## src/rtl/mdu_iter_pkg.sv

```systemverilog
// Shared encodings for the iterative RV32M multiply/divide unit:
// funct3 opcodes, FSM states and operand-signedness helpers.
package mdu_iter_pkg;

    typedef enum logic [2:0] {
        MDU_MUL    = 3'b000,
        MDU_MULH   = 3'b001,
        MDU_MULHSU = 3'b010,
        MDU_MULHU  = 3'b011,
        MDU_DIV    = 3'b100,
        MDU_DIVU   = 3'b101,
        MDU_REM    = 3'b110,
        MDU_REMU   = 3'b111
    } mdu_op_e;

    typedef enum logic [1:0] {
        MDU_IDLE = 2'd0,
        MDU_RUN  = 2'd1,
        MDU_DONE = 2'd2
    } mdu_state_e;

    function automatic logic op_signed_a(input mdu_op_e o);
        return !(o inside {MDU_MULHU, MDU_DIVU, MDU_REMU});
    endfunction

    function automatic logic op_signed_b(input mdu_op_e o);
        return o inside {MDU_MUL, MDU_MULH, MDU_DIV, MDU_REM};
    endfunction

    function automatic logic op_is_div(input mdu_op_e o);
        return o inside {MDU_DIV, MDU_DIVU, MDU_REM, MDU_REMU};
    endfunction

    function automatic logic op_is_rem(input mdu_op_e o);
        return o inside {MDU_REM, MDU_REMU};
    endfunction

endpackage

```

## src/rtl/mdu_iter.sv

```systemverilog
// Iterative RV32M multiply/divide unit: radix-2 shift-add multiply and
// restoring divide on operand magnitudes, one bit per cycle, shared 64-bit register.
module mdu_iter
    import mdu_iter_pkg::*;
#(
    parameter int XLEN = 32,
    parameter int ITER = 32
) (
    input  logic            cpu_clk,
    input  logic            cpu_rst,
    input  logic            start,
    input  logic [2:0]      op,
    input  logic [XLEN-1:0] A,
    input  logic [XLEN-1:0] B,
    output logic            busy,
    output logic            done,
    output logic [XLEN-1:0] C
);

    localparam int CW = $clog2(ITER);
    localparam logic [XLEN-1:0] XMIN  = {1'b1, {(XLEN-1){1'b0}}};
    localparam logic [XLEN-1:0] XONES = {XLEN{1'b1}};

    mdu_state_e        state_reg, state_next;
    mdu_op_e           op_reg, op_next;
    logic              neg_q_reg, neg_q_next;
    logic              neg_r_reg, neg_r_next;
    logic [2*XLEN-1:0] acc_reg, acc_next;
    logic [XLEN-1:0]   b_reg, b_next;
    logic [CW-1:0]     cnt_reg, cnt_next;
    logic [XLEN-1:0]   c_reg, c_next;

    // Acceptance-time decode of the incoming request
    mdu_op_e         op_in;
    logic            sa_in, sb_in;
    logic [XLEN-1:0] a_mag_in, b_mag_in;
    logic            div_zero_in, div_ovf_in, fast_in;
    logic [XLEN-1:0] fast_res_in;

    assign op_in       = mdu_op_e'(op);
    assign sa_in       = op_signed_a(op_in) & A[XLEN-1];
    assign sb_in       = op_signed_b(op_in) & B[XLEN-1];
    assign a_mag_in    = sa_in ? -A : A;
    assign b_mag_in    = sb_in ? -B : B;
    assign div_zero_in = op_is_div(op_in) && (B == '0);
    assign div_ovf_in  = (op_in inside {MDU_DIV, MDU_REM}) && (A == XMIN) && (B == XONES);
    assign fast_in     = div_zero_in || div_ovf_in;

    always_comb begin
        if (div_zero_in)
            fast_res_in = op_is_rem(op_in) ? A : XONES;
        else
            fast_res_in = op_is_rem(op_in) ? '0 : XMIN;
    end

    // One multiply step: conditionally add |B| to the high half, then shift right
    logic [XLEN:0]     mul_sum;
    logic [2*XLEN-1:0] mul_step;
    assign mul_sum  = {1'b0, acc_reg[2*XLEN-1:XLEN]} + {1'b0, (acc_reg[0] ? b_reg : '0)};
    assign mul_step = {mul_sum, acc_reg[XLEN-1:1]};

    // One restoring-divide step: high half is the remainder, low half shifts
    // out dividend bits and shifts in quotient bits
    logic [XLEN:0]     div_shift;
    logic              div_ge;
    logic [XLEN-1:0]   div_rem;
    logic [2*XLEN-1:0] div_step;
    assign div_shift = {acc_reg[2*XLEN-1:XLEN], acc_reg[XLEN-1]};
    assign div_ge    = div_shift >= {1'b0, b_reg};
    assign div_rem   = div_ge ? XLEN'(div_shift - {1'b0, b_reg}) : div_shift[XLEN-1:0];
    assign div_step  = {div_rem, acc_reg[XLEN-2:0], div_ge};

    logic [2*XLEN-1:0] iter_next, prod_fin;
    logic [XLEN-1:0]   quo, rem, final_res;
    assign iter_next = op_is_div(op_reg) ? div_step : mul_step;
    assign prod_fin  = neg_q_reg ? -iter_next : iter_next;
    assign quo       = iter_next[XLEN-1:0];
    assign rem       = iter_next[2*XLEN-1:XLEN];

    always_comb begin
        final_res = '0;
        case (op_reg)
            MDU_MUL:                        final_res = prod_fin[XLEN-1:0];
            MDU_MULH, MDU_MULHSU, MDU_MULHU: final_res = prod_fin[2*XLEN-1:XLEN];
            MDU_DIV, MDU_DIVU:              final_res = neg_q_reg ? -quo : quo;
            default:                        final_res = neg_r_reg ? -rem : rem;
        endcase
    end

    always_comb begin
        state_next = state_reg;
        op_next    = op_reg;
        neg_q_next = neg_q_reg;
        neg_r_next = neg_r_reg;
        acc_next   = acc_reg;
        b_next     = b_reg;
        cnt_next   = cnt_reg;
        c_next     = c_reg;
        case (state_reg)
            MDU_IDLE, MDU_DONE: begin
                if (start) begin
                    op_next    = op_in;
                    neg_q_next = sa_in ^ sb_in;
                    neg_r_next = sa_in;
                    if (fast_in) begin
                        state_next = MDU_DONE;
                        c_next     = fast_res_in;
                    end else begin
                        state_next = MDU_RUN;
                        acc_next   = {{XLEN{1'b0}}, a_mag_in};
                        b_next     = b_mag_in;
                        cnt_next   = '0;
                    end
                end else if (state_reg == MDU_DONE) begin
                    state_next = MDU_IDLE;
                end
            end
            MDU_RUN: begin
                acc_next = iter_next;
                cnt_next = cnt_reg + 1'b1;
                if (cnt_reg == CW'(ITER - 1)) begin
                    state_next = MDU_DONE;
                    c_next     = final_res;
                end
            end
            default: state_next = MDU_IDLE;
        endcase
    end

    always_ff @(posedge cpu_clk) begin
        if (cpu_rst) begin
            state_reg <= MDU_IDLE;
            op_reg    <= MDU_MUL;
            neg_q_reg <= 1'b0;
            neg_r_reg <= 1'b0;
            acc_reg   <= '0;
            b_reg     <= '0;
            cnt_reg   <= '0;
            c_reg     <= '0;
        end else begin
            state_reg <= state_next;
            op_reg    <= op_next;
            neg_q_reg <= neg_q_next;
            neg_r_reg <= neg_r_next;
            acc_reg   <= acc_next;
            b_reg     <= b_next;
            cnt_reg   <= cnt_next;
            c_reg     <= c_next;
        end
    end

    assign busy = (state_reg == MDU_RUN);
    assign done = (state_reg == MDU_DONE);
    assign C    = c_reg;

endmodule
```

## config.mk

```make
export PLATFORM = sky130hd
export DESIGN_NAME = mdu_iter
export DESIGN_NICKNAME = d
export VERILOG_FILES = /design/src/rtl/mdu_iter_pkg.sv /design/src/rtl/mdu_iter.sv
export SDC_FILE = /design/constraint.sdc
export NUM_CORES = 1
export LEC_CHECK = 0
export CAP_MARGIN = 20
export CELL_PAD_IN_SITES_DETAIL_PLACEMENT = 0
export CELL_PAD_IN_SITES_GLOBAL_PLACEMENT = 2
export CORE_MARGIN = 5
export CORE_UTILIZATION = 35
export CTS_CLUSTER_SIZE = 8
export DETAILED_ROUTE_END_ITERATION = 16
export GPL_TIMING_DRIVEN = 0
export PLACE_DENSITY_LB_ADDON = 0.1
export REMOVE_ABC_BUFFERS = 1
export SLEW_MARGIN = 20
export SYNTH_ARGS = -nofsm -noshare
export SYNTH_HDL_FRONTEND = slang
export SYNTH_SLANG_ARGS = --single-unit
```

## constraint.sdc

```tcl
create_clock -name cpu_clk -period 5.75 [get_ports cpu_clk]
set_input_delay 1.4375 -clock cpu_clk [delete_from_list [all_inputs] [get_ports cpu_clk]]
set_output_delay 1.4375 -clock cpu_clk [all_outputs]
set_load 0.01 [all_outputs]
```

# ---- Yosys cells after proc, flatten, opt, wreduce, memory -nomap -nowiden
# Index checks and enable logic that the tools add are counted.
# Widths: inputs -> output; s select.
dict set report word_totals {
  ff_bits 140
  inputBits 70
  out_inout_bits 34
  elab_cells 95
}
dict set report classes {
  n_addsub 8
  order_cmp 1
  n_eq_ne 23
  mux 27
  bitwise_logic 4
  n_reduce_logical 24
}
# operator count
set op_table {}
lappend op_table {{$mux 32} 12}
lappend op_table {{$mux 64} 4}
lappend op_table {{$neg 32->32} 4}
lappend op_table {{$pmux 64 s2} 1}
lappend op_table {{$pmux 32 s3} 1}
lappend op_table {{$eq 32x32->1 const B} 2}
lappend op_table {{$neg 64->64} 1}
lappend op_table {{$pmux 32 s2} 1}
lappend op_table {{$add 32x32->33} 1}
lappend op_table {{$ge 33x32->1} 1}
lappend op_table {{$logic_not 32->1} 1}
lappend op_table {{$sub 32x32->32} 1}
lappend op_table {{$eq 3x3->1 const B} 8}
lappend op_table {{$reduce_bool 4->1} 3}
lappend op_table {{$mux 5} 2}
lappend op_table {{$pmux 5 s2} 1}
lappend op_table {{$eq 3x2->1 const B} 3}
lappend op_table {{$mux 2} 4}
lappend op_table {{$eq 3x1->1 const B} 2}
lappend op_table {{$logic_not 3->1} 2}
lappend op_table {{$ne 2x2->1 const B} 3}
lappend op_table {{$reduce_and 3->1} 2}
lappend op_table {{$reduce_bool 2->1} 3}
lappend op_table {{$add 5x1->5 const B} 1}
lappend op_table {{18 further kinds} 23}

# ---- Longest topological paths before layout
dict set report depth {
  word_depth 8
  depth_mapped 23
  mapped_depth_nobuf 20
}

# ---- Worst setup path after synthesis
# No wires, ideal clock.
dict set report synth_path {
  path_type {input-to-reg}
  startpoint {in A[9]}
  endpoint {reg c_reg[14] (netlist: C[14])}
  setup_ns 0.132
  arrival_time_ns 4.821
  required_ns 5.618
  setup_slack_ns 0.797
  stages 12
  path_buffers 1
  cell_sequence {or4_1 or2_1 or3_1 or4_1 or4_1 nor4_1 nor2_1 o21ai_2 buf_2 o211ai_1 a221oi_1 nor3_1}
}
dict set report synth_via {
  elab_chain_len 6
}
# element line_no
set synth_rtl {}
lappend synth_rtl {{from (decl)} mdu_iter.sv:13} ;# input logic [XLEN-1:0] A,
lappend synth_rtl {{$eq 32x32->1} mdu_iter.sv:46} ;# assign div_ovf_in = (op_in inside {MDU_DIV, MDU_REM}) && (A == XMIN) && (B == XONES);
lappend synth_rtl {{$logic_and 1x1->1 (2 in a row)} mdu_iter.sv:46}
lappend synth_rtl {{$logic_or 1x1->1} mdu_iter.sv:47} ;# assign fast_in = div_zero_in || div_ovf_in;
lappend synth_rtl {{$ne 2x2->1 (no source line)} -}
lappend synth_rtl {{$reduce_and 4->1 (no source line)} -}
lappend synth_rtl {{to (signal assigned)} mdu_iter.sv:148} ;# c_reg <= c_next;
lappend synth_rtl {{to (decl)} mdu_iter.sv:31} ;# logic [XLEN-1:0] c_reg, c_next;
# Every way passes these cells.
# A chain may end at the register's enable or synchronous reset.

# ---- Worst setup path in the final report
dict set report layout_path {
  startpoint {in A[9]}
  endpoint {reg c_reg[23] (netlist: C[23])}
}
# The elaborated chain is that of the path after synthesis.

==> flow_metrics.py <==
metrics = {
    "yosys": {
        "synthArstFlopShare_pct": 0,
        "ys_ff_latch": 140,
        "synthDistinctLibCells": 99,
        "synth.area.mux_share_pct": 3.29,
        "synthSimpleGateAreaFrac_pct": 23.8,
        "synth-main-ff-cell": "dfxtp_1",
        "synth_edf_count": 0,
        "ys_seq_area_share_pct": 18.8,
        "synthXorXnorAreaFrac_pct": 10.5,
        "ys_warn_count": 0,
        "synth_area_per_cell_um2": 7.07,
        "syn_inst": 2111,
        "syn_area_um2": 14900,
        "synth_top_family_by_area": "compound AO/OA/AOI/OAI gates",
        "synth-compound-area-share_pct": 31.7,
        "yosys.area_share.adder_pct": 6.22,
    },
    "floorplan": {
        "coreArea_um2": 42000,
        "die_area_um2": 46900,
        "start_util_pct": 35.5,
        "dieWidth_um": 217,
        "row_count": 75,
        "die_y_um": 217,
        "ios": 104,
    },
    "critical_path": {
        "path_delay_family": "simple AND/OR/NAND/NOR gates",
        "path_class": "in2reg",
        "critical_path.slowest_cell": "or4_4",
        "worstPathCellList": "clkdlybuf4s50_1 > or4_1 > or2_1 > or3_1 > or4_1 > or4_4 > nor4_4 > nor2_4 > o21ai_4 > buf_4 > nand2_1 > a2111oi_1 > nor4_1",
        "crit_top_cell": "or4_1",
        "cp_max_fo": 9,
        "end_kind": "flop",
        "slowest_delay_ns": 0.59,
        "timing.critical_path.buf_inv": 2,
        "arrival_ns": 5.90,
        "start_kind": "input port",
        "cp-startpoint": "A[9]",
        "reg2reg_from": "acc_reg[35]$_SDFFE_PP0P_",
        "required_ns": 6.08,
    },
    "drt": {
        "first_pass_iters": 6,
        "vias": 16307,
        "post_drt_wl_per_cell_um": 23.7,
        "wirelength_um": 63400,
        "dr.first_iter.drc_count": 1584,
        "drcViolationCount": 0,
        "postRouteAntennaNets": 0,
        "drt-vias-per-instance": 6.09,
    },
    "outcome": {
        "status": "complete, no violations",
    },
    "timing": {
        "post-route-min-period_ns": 5.57,
        "fmax_ghz": 0.180,
        "relSlewSlack_pct": 27.2,
        "setup_ws_ns": 0.184,
        "setup_viol": 0,
        "worst_pin_slew_ns": 1.09,
        "final_max_slew_viol_count": 0,
        "setup_tns_ns": 0,
        "skew_ns": 0.0110,
        "hold_violations": 0,
        "period_share_pct": 96.8,
    },
    "clock_network": {
        "cts_hold_buf": 0,
        "cts_sinks": 140,
        "clockBufferDepth": 2,
        "clk_latency_ns": 0.47,
        "root_buffer": "clkbuf_16",
        "cts_buffers": 17,
        "cts_tree": "built",
        "htreeDepth": 4,
        "cts.clk_slew.worst_paths_ns": 0.06,
    },
    "power_and_ir_drop": {
        "power.density_nw_per_um2": 219,
        "max-vdd-ir-drop_mv": 0.153,
        "total_leakage_power_nw": 6.28,
    },
    "grt": {
        "grt_start_max_net_pins": 80,
        "gr-total-overflow": 0,
        "grt_pass1_wl_um": 95100,
        "grt_usage_pct": 25.9,
        "antenna_found_initial": 0,
        "grt_pass1_vias": 15354,
    },
    "finish": {
        "fin_nets": 2267,
        "syn2layout_area_growth_pct": 16.5,
        "largest_reg_flops": 64,
        "drive_gt1_share_pct": 7.58,
        "mostFrequentLayoutCells": "nor2_1 (235), nand2_1 (187), a21oi_1 (165)",
        "final_cell_area_um2": 17400,
        "fin_util_pct": 41.4,
        "final_common_cell": "nor2_1",
        "fillCellCount": 4489,
    },
    "flow_run": {
        "cap_violations": 0,
    },
    "place": {
        "place_area_um2": 16400,
        "hpwl_um": 46700,
        "gp_congestion": 0.931,
        "post-place-ws_ns": -1.07,
        "io_buffers": 103,
    },
    "min_path": {
        "hp-class": "reg2reg",
        "worstHoldStart": "cnt_reg[3]$_SDFFE_PP0P_",
    },
}
==> power breakdown <==
part	switching (mW)	leakage (nW)	total, mW	internal [mW]
combinational	0.906	4.81	1.42	0.512
sequential	0.0640	1.14	1.08	1.02
clock	0.503	0.326	1.30	0.800
==> routing by layer <==
metal	vias up	wire [um]	part of all wire [%]	GRT usage (%)
met1	7885	29800	47	37.2
met2	542	28900	46	41.5
met3	82	3460	5.4	3.27
met4	0	1210	1.9	6.08
met5	-	0	0	0
li1	7798	-	-	-
==> worst paths after layout <==
check | to | slack (ns) | cells after the start
max reg2reg | C[21]$_SDFFE_PP0P_ | 0.22 | 15
max | C[23]$_SDFFE_PP0P_ | 0.18 | 13
min | cnt_reg[3]$_SDFFE_PP0P_ | 0.47 | 2
min reg2reg | cnt_reg[3]$_SDFFE_PP0P_ | 0.47 | 2
==> worst reg2reg max path, stage by stage, from the launching register on <==
cell       delay [ns]
dfxtp_1          0.46
ha_1             0.37
a21o_1           0.25
a31o_1           0.28
o2111ai_4        0.30
a311oi_4         0.23
buf_4            0.23
o21ai_0          0.27
a31oi_2          0.23
or3_4            0.52
nor4b_4          0.49
or4b_1           0.67
o21a_1           0.26
xnor2_1          0.35
a221oi_2         0.15
a2111oi_2        0.37
==> what timing repair did <==
item	4_1_cts	5_1_grt
hold endpoints to repair	0	0
setup buffers	7	7
pin swaps	3	7
gates resized for setup	12	24
endpoints found under the setup margin	68	60
gates cloned	1	1
==> cell usage after synthesis, types with 34 or more instances <==
cell      number  area (um2)
nor2_1       241         905
nand2_1      189         709
a21oi_1      166         831
o21ai_0      155         776
dfxtp_1      140        2800
xnor2_1      104         911
clkbuf_1      94         353
xor2_1        75         657
inv_1         74         278
ha_1          71         888
nand3_1       57         285
a211oi_1      50         375
nor3_1        46         230
a31oi_1       44         275
o22ai_1       43         269
and2_1        42         263
mux2i_1       42         420
o31ai_1       36         270
nand4_1       34         213
==> logic make-up after synthesis <==
family          count (synthesis)
mux                            48
flops                         140
fa+ha+maj                      73
xor+xnor                      179
simple gates                  741
buf+inv                       214
compound gates                716
==> cell type report <==
| type | instances | area [um2] | share of cell area [%] |
|---|---|---|---|
| well taps | 539 | 674 | 3.88 |
| clock inverters | 12 | 191 | 1.10 |
| repair buffers | 130 | 1390 | 8.00 |
| diodes | 1 | 2.50 | 0.0144 |
| multi-input cells | 1759 | 11600 | 66.5 |
| flip-flops and latches | 140 | 2810 | 16.2 |
| clock buffers | 20 | 467 | 2.68 |
| inverters | 76 | 289 | 1.66 |
==> metrics by stage <==
step / hold WS [ns] / instances / power (mW)
after CTS: 0.472 / 2668 / 3.77
after floorplan: 0.434 / 1973 / 1.97
after global routing: 0.499 / 2676 / 3.99
after detailed placement: 0.465 / 2628 / 2.45
final: 0.471 / 2677 / 3.80
after global placement: 0.459 / 2615 / 2.43
(Power assumes the default switching activity.)
